==> config.mk <==
export PLATFORM = sky130hd
export DESIGN_NAME = ks10_fifo
export DESIGN_NICKNAME = d
export VERILOG_FILES = /design/src/rtl/ks10_fifo.sv
export SDC_FILE = /design/constraint.sdc
export NUM_CORES = 1
export LEC_CHECK = 0
export BUFFER_PORTS_ARGS = -buffer_cell sky130_fd_sc_hd__buf_2
export CORE_MARGIN = 2
export CORE_UTILIZATION = 60
export CTS_BUF_LIST = sky130_fd_sc_hd__clkbuf_4 sky130_fd_sc_hd__clkbuf_8
export DETAILED_ROUTE_END_ITERATION = 10
export HOLD_SLACK_MARGIN = 0.08
export PLACE_DENSITY_LB_ADDON = 0.05
export SYNTH_ARGS = -nofsm -noshare
export SYNTH_HDL_FRONTEND = slang
export SYNTH_SLANG_ARGS = --single-unit
==> constraint.sdc <==
create_clock -name clk -period 5.6 [get_ports clk]
set_input_delay 0.84 -clock clk [delete_from_list [all_inputs] [get_ports clk]]
set_output_delay 0.84 -clock clk [all_outputs]
set_load 0.01 [all_outputs]
==> src/rtl/ks10_fifo.sv <==
// Single-clock show-ahead FIFO with level, almost-full and optional sticky error flags.
// Define FIFO_ERRFLAGS_EN to build the ovf/unf flag registers; otherwise both are tied low.
module ks10_fifo #(
  parameter int SIZE      = 64,
  parameter int WIDTH     = 16,
  parameter int AFULL_LVL = 48
) (
  input  logic                   clk,
  input  logic                   rst,
  input  logic                   clken,
  input  logic                   clr,
  input  logic                   wr,
  input  logic                   rd,
  input  logic [WIDTH-1:0]       in,
  output logic [WIDTH-1:0]       out,
  output logic                   full,
  output logic                   empty,
  output logic                   alm_full,
  output logic [$clog2(SIZE):0]  level,
  output logic                   ovf,
  output logic                   unf
);

  localparam int AW      = $clog2(SIZE);
  localparam int BUFSIZE = 1 << AW;

  localparam logic [AW-1:0] PTR_ONE   = AW'(1'b1);
  localparam logic [AW:0]   LVL_ONE   = (AW+1)'(1'b1);
  localparam logic [AW:0]   LVL_FULL  = (AW+1)'(BUFSIZE);
  localparam logic [AW:0]   LVL_AFULL = (AW+1)'(AFULL_LVL);

  logic [WIDTH-1:0] mem_r [BUFSIZE];
  logic [AW-1:0]    wr_ptr_r;
  logic [AW-1:0]    rd_ptr_r;
  logic [AW:0]      level_r;
  logic [AW:0]      level_nxt_s;
  logic             op_en_s;
  logic             rd_ok_s;
  logic             wr_ok_s;
  logic             full_s;
  logic             empty_s;

  assign full_s   = (level_r == LVL_FULL);
  assign empty_s  = (level_r == {(AW+1){1'b0}});
  // A pending clear suppresses both transfers for that cycle.
  assign op_en_s  = clken & ~clr;
  assign rd_ok_s  = op_en_s & rd & ~empty_s;
  assign wr_ok_s  = op_en_s & wr & (~full_s | rd_ok_s);

  assign out      = mem_r[rd_ptr_r];
  assign full     = full_s;
  assign empty    = empty_s;
  assign alm_full = (level_r >= LVL_AFULL);
  assign level    = level_r;

  // Occupancy moves only when exactly one side transfers.
  always_comb begin
    level_nxt_s = level_r;
    case ({wr_ok_s, rd_ok_s})
      2'b10:   level_nxt_s = level_r + LVL_ONE;
      2'b01:   level_nxt_s = level_r - LVL_ONE;
      default: level_nxt_s = level_r;
    endcase
  end

  // Pointer and level registers.
  always_ff @(posedge clk) begin
    if (!rst) begin
      wr_ptr_r <= {AW{1'b0}};
      rd_ptr_r <= {AW{1'b0}};
      level_r  <= {(AW+1){1'b0}};
    end else if (clken && clr) begin
      wr_ptr_r <= {AW{1'b0}};
      rd_ptr_r <= {AW{1'b0}};
      level_r  <= {(AW+1){1'b0}};
    end else begin
      if (wr_ok_s) wr_ptr_r <= wr_ptr_r + PTR_ONE;
      if (rd_ok_s) rd_ptr_r <= rd_ptr_r + PTR_ONE;
      level_r <= level_nxt_s;
    end
  end

  // Storage array; deliberately not reset.
  always_ff @(posedge clk) begin
    if (rst && wr_ok_s) begin
      mem_r[wr_ptr_r] <= in;
    end
  end

`ifdef FIFO_ERRFLAGS_EN
  logic ovf_r;
  logic unf_r;
  logic ovf_set_s;
  logic unf_set_s;

  assign ovf_set_s = op_en_s & wr & full_s & ~rd_ok_s;
  assign unf_set_s = op_en_s & rd & empty_s;

  // Sticky error flags, cleared only by reset or clear.
  always_ff @(posedge clk) begin
    if (!rst) begin
      ovf_r <= 1'b0;
      unf_r <= 1'b0;
    end else if (clken && clr) begin
      ovf_r <= 1'b0;
      unf_r <= 1'b0;
    end else begin
      if (ovf_set_s) ovf_r <= 1'b1;
      if (unf_set_s) unf_r <= 1'b1;
    end
  end

  assign ovf = ovf_r;
  assign unf = unf_r;
`else
  assign ovf = 1'b0;
  assign unf = 1'b0;
`endif

endmodule

* After elaboration in Yosys (flattened, before gate mapping) *
Memory sizes are Yosys's and may differ from the RTL's. A register that Yosys moved wholly into a read port is not among the register bits.
Cells that the tools add are included.

storage, ports and cells
  bits in registers = 19
  bits in latches = 0
  memory bits (writable) = 1,024
  memory bits (read-only) = 0
  input port bits = 22
  output and inout bits = 28
  word-level logic and storage cells = 32
  memories kept = 1

memories
  name   words  bits a word  read ports  clocked after Yosys merged registers in  wr ports  RTL line  RTL
  mem_r  64     16           1           1                                        1         32        logic [WIDTH-1:0] mem_r [BUFSIZE];

operators by class
  $add $sub $neg = 4
  $mul = 0
  div/mod/pow operators = 0
  order comparisons = 1
  eq/ne operators = 3
  shift-type cells = 0
  muxes and demuxes = 5
  bitwise gates (word level) = 10
  reductions and logical operators = 5

operator list
  cell                                                  number
  case mux 7 bit (2 select lines)                       1
  adder 6 x 1 -> 6 bit (second input constant)          2
  two-way mux 6 bit                                     2
  adder 7 x 1 -> 7 bit (second input constant)          1
  == test 7 bit (second input constant)                 1
  >= comparator 7 x 6 -> 1 bit (second input constant)  1
  logical NOT 7 bit                                     1
  subtractor 7 x 1 -> 7 bit (second input constant)     1
  bitwise AND 1 bit                                     5
  inverter 1 bit                                        4
  == test 2 x 1 -> 1 bit (second input constant)        1
  == test 2 bit (second input constant)                 1
  logical AND 1 bit                                     2
  two-way mux 1 bit                                     2
  nonzero test 2 bit                                    1
  OR reduction 2 bit                                    1
  OR 1 bit                                              1

* Depth between registers and ports, before layout *
  word-level depth = 9
  gate-level depth with buffers = 11
  mapped depth without buffers = 11

* Least setup slack after synthesis *
OpenSTA, ideal clock, no wires.

  path kind = input to register
  start point = input port clr
  end point = register level_r[6], in the netlist level[6]
  setup time = 131 ps
  arrival time = 3,025 ps
  slack = 2,444 ps
  stages = 10
  cell sequence = nand3b_1 a31oi_1 nor2b_1 ha_1 nor2b_1 o31a_1 o21ai_0 and3_1 o21ai_0 nor3b_1

on the way
  longest elaborated chain between the ends = 8

RTL lines
  element                                                                       RTL line  RTL
  from (decl)                                                                   11        input logic clr,
  inverter 1 bit                                                                46        assign op_en_s = clken & ~clr;
  bitwise AND 1 bit                                                             46
  bitwise AND 1 bit (2 in a row)                                                47        assign rd_ok_s = op_en_s & rd & ~empty_s;
  OR 1 bit                                                                      48        assign wr_ok_s = op_en_s & wr & (~full_s | rd_ok_s);
  bitwise AND 1 bit                                                             48
  == test 2 x 1 -> 1 bit / == test 2 bit (equally long branches)                59        case ({wr_ok_s, rd_ok_s})
  case mux 7 bit (2 select lines) / nonzero test 2 bit (equally long branches)  -
  to (signal assigned)                                                          71        level_r <= {(AW+1){1'b0}};
  to (signal assigned)                                                          75        level_r <= {(AW+1){1'b0}};
  to (signal assigned)                                                          79        level_r <= level_nxt_s;
  to (decl)                                                                     35        logic [AW:0] level_r;

Several ways; a longest one is shown, not always the timed one.
A chain may end at the register's enable or synchronous reset.

==> results.sh <==
export IMPL_outcome="finished clean"
export IMPL_final_common_cell="edfxtp_1"
export IMPL_rows=95
export IMPL_start_util_pct=60.5
export IMPL_antenna_found_initial=4
export IMPL_rsz0062_at_grt="false"
export IMPL_cts_sinks=1049
export IMPL_final_hold_violation_count=0
export IMPL_drive_gt1_share_pct=31.3
export IMPL_fin_tns_setup_ns=0
export IMPL_worstPathArrival_ns=4.02
export IMPL_netlist_area_um2=40500
export IMPL_port_buffers=47
export IMPL_yosysWarningCount=0
export IMPL_synth_cells=1863
export IMPL_nFillCells=4428
export IMPL_period_minus_slack_ns=4.86
export IMPL_drtAntennaViolNets=0
export IMPL_multi_input_area_um2=8720
export IMPL_reg2reg_slack_ns=2.35
export IMPL_holdPathStages=2
export IMPL_gp_congestion=0.811
export IMPL_synth_seq_cells=1049
export IMPL_worst_setup_path_start_kind="register"
export IMPL_clockBufferDepth=3
export IMPL_total_power_mw=15.0
export IMPL_dp_final_hpwl_um=56000
export IMPL_ios=50
export IMPL_endpoint="out[8]"
export IMPL_clock_latency_ns=0.81
export IMPL_reg2reg_to="mem_r[54][8]"
export IMPL_synth_async_reset_ratio_pct=0
export IMPL_slew_violations=0
export IMPL_postCtsSetupBuffers=0
export IMPL_maxCapViolCount=0
export IMPL_yosysUniqueCellTypes=55
export IMPL_fin_crit_sh_pct=86.8
export IMPL_rr_worst_depth=6
export IMPL_worst_slew_pin_transition_ns=1.28
export IMPL_ys_flop_type="edfxtp_1"
export IMPL_grt_max_degree=65
export IMPL_path_max_fanout=26
export IMPL_post_cts_resized=0
export IMPL_cts_tree="yes"
export IMPL_die_w_um=264
export IMPL_areaGrowthSynthToFinish_pct=12.1
export IMPL_required_ns=4.76
export IMPL_powerDensity_nw_per_um2=329
export IMPL_p_leak_nw=14.0
export IMPL_fp_dieArea_um2=69600
export IMPL_grt_usage_pct=28.7
export IMPL_cts_max_level=4
export IMPL_setup_violations_final=0
export IMPL_final_nets=2115
export IMPL_drt_iter0_markers=2540
export IMPL_final_cell_mix="edfxtp_1 (1024), mux4_2 (266), clkbuf_8 (173), nor2_1 (102), buf_4 (98)"
export IMPL_cts_buffers_inserted=166
export IMPL_core_um2=67000
export IMPL_clk_pin_slew_ns=0.06
export IMPL_critPathKind="reg2out"
export IMPL_relSlewSlack_pct=15.0
export IMPL_r2r_start="level[1]"
export IMPL_drc=0
export IMPL_clock_skew_ns=0.0175
export IMPL_wl_per_cell_um=31.4
export IMPL_yosysSeqAreaShare_pct=77.1
export IMPL_hp_class="reg2reg"
export IMPL_root_buffer="clkbuf_8"
export IMPL_ctsHoldBuffers=0
export IMPL_register_area_um2=31300
export IMPL_routed_wl_um=96900
export IMPL_vias_per_cell=6.55
export IMPL_vdd_ir_drop_max_mv=0.254
export IMPL_crit_path_end_kind="output pin"
export IMPL_vias=20215
export IMPL_synth_edff_count=1024
export IMPL_grt_pass1_vias=20553
export IMPL_die_height_um=264
export IMPL_fmax_mhz=206
export IMPL_grt_pass1_wl_um=140000
export IMPL_drtPass1Iterations=5
export IMPL_avgSynthCellArea_um2=21.8
export IMPL_globalRouteOverflowTotal=0
-- synthesized netlist by cell type (all sizes together), types with 7 or more instances --
library cell	count	share of area, %
buf	64	0.98
a221o	7	0.17
a22oi	13	0.24
clkbuf	39	0.36
inv	8	0.074
o21ai	38	0.47
and2	9	0.14
edfxtp	1024	76
nand2	39	0.36
mux2	7	0.19
o22ai	9	0.14
a21oi	17	0.21
xnor2	7	0.15
a211o	7	0.15
mux2i	34	0.84
nor3	8	0.099
ha	7	0.22
a221oi	8	0.17
nor2b	18	0.28
nand3	10	0.12
a31oi	16	0.25
nand3b	7	0.13
nor2	105	0.97
mux4	266	15
xor2	7	0.15
a211oi	15	0.28
dfxtp	25	1.2
-- through the flow --
| step | hold slack (ns) | instance area, µm² | util [%] | setup slack [ns] | std cells |
|---|---|---|---|---|---|
| 3_3_place_gp | 0.522 | 42300 | 63.1 | 1.57 | 2790 |
| 3_5_place_dp | 0.536 | 42300 | 63.1 | 1.55 | 2790 |
| 2_1_floorplan | 0.485 | 40500 | - | 2.44 | 1864 |
| 5_1_grt | 0.568 | 45400 | 67.8 | 0.584 | 3084 |
| 6_report | 0.558 | 45400 | 67.8 | 0.741 | 3084 |
| 4_1_cts | 0.540 | 45400 | 67.8 | 0.679 | 3083 |
-- layout make-up --
type	instances	area share, %
inverters	8	0.0661
diodes	1	0.00551
clock inverters	63	0.700
clock buffers	230	6.18
multi-input cells	704	19.2
well taps	873	2.40
flip-flops and latches	1049	68.8
repair buffers	156	2.62
-- worst min-delay path by stage --
stage / start / endpoint / slack (ns)
5_1_grt: rd_ptr_r[5] / register / 0.57
3_5_place_dp: rd_ptr_r[5] / register / 0.54
3_3_place_gp: rd_ptr_r[5] / rd_ptr_r[5] / 0.52
4_1_cts: wr / wr_ptr_r[0] / 0.54
6_report: rd_ptr_r[5] / register / 0.56
2_1_floorplan: rd_ptr_r[5] / register / 0.48
-- sequential cells by signal, indices dropped and copies added (netlist names), named ones only --
register	count
rd_ptr_r	6
level	7
wr_ptr_r	6
mem_r	1024
-- power breakdown --
part | switching, mW | total [mW] | internal (mW)
combinational | 0.176 | 0.227 | 0.0508
sequential | 0.00442 | 8.62 | 8.62
clock | 2.84 | 6.12 | 3.27
-- kinds of logic after synthesis --
group | share of synthesized area [%]
other cells | 0.00925
mux | 15.8
simple gates | 2.52
fa+ha+maj | 0.265
compound gates | 2.57
xor+xnor | 0.303
flops | 77.1
buf+inv | 1.41
-- metal layers --
layer  wire, µm  track usage (%)  part of all wire [%]  up-vias
li1           -                -                     -     8285
met1      38900             42.5                    40    10725
met2      46400             44.1                    48     1061
met3       9270             6.03                   9.6      142
met4       2270             8.89                   2.3        2
met5         18                0                 0.019        -
-- worst max-delay path: stages (launching register included) --
cell,delay (ns)
dfxtp_4,0.83
buf_12,0.27
mux4_2,0.51
nor2b_1,0.14
a211oi_1,0.64
a31oi_1,0.21
a221o_1,0.41
buf_2,0.17
(Power assumes the default switching activity.)
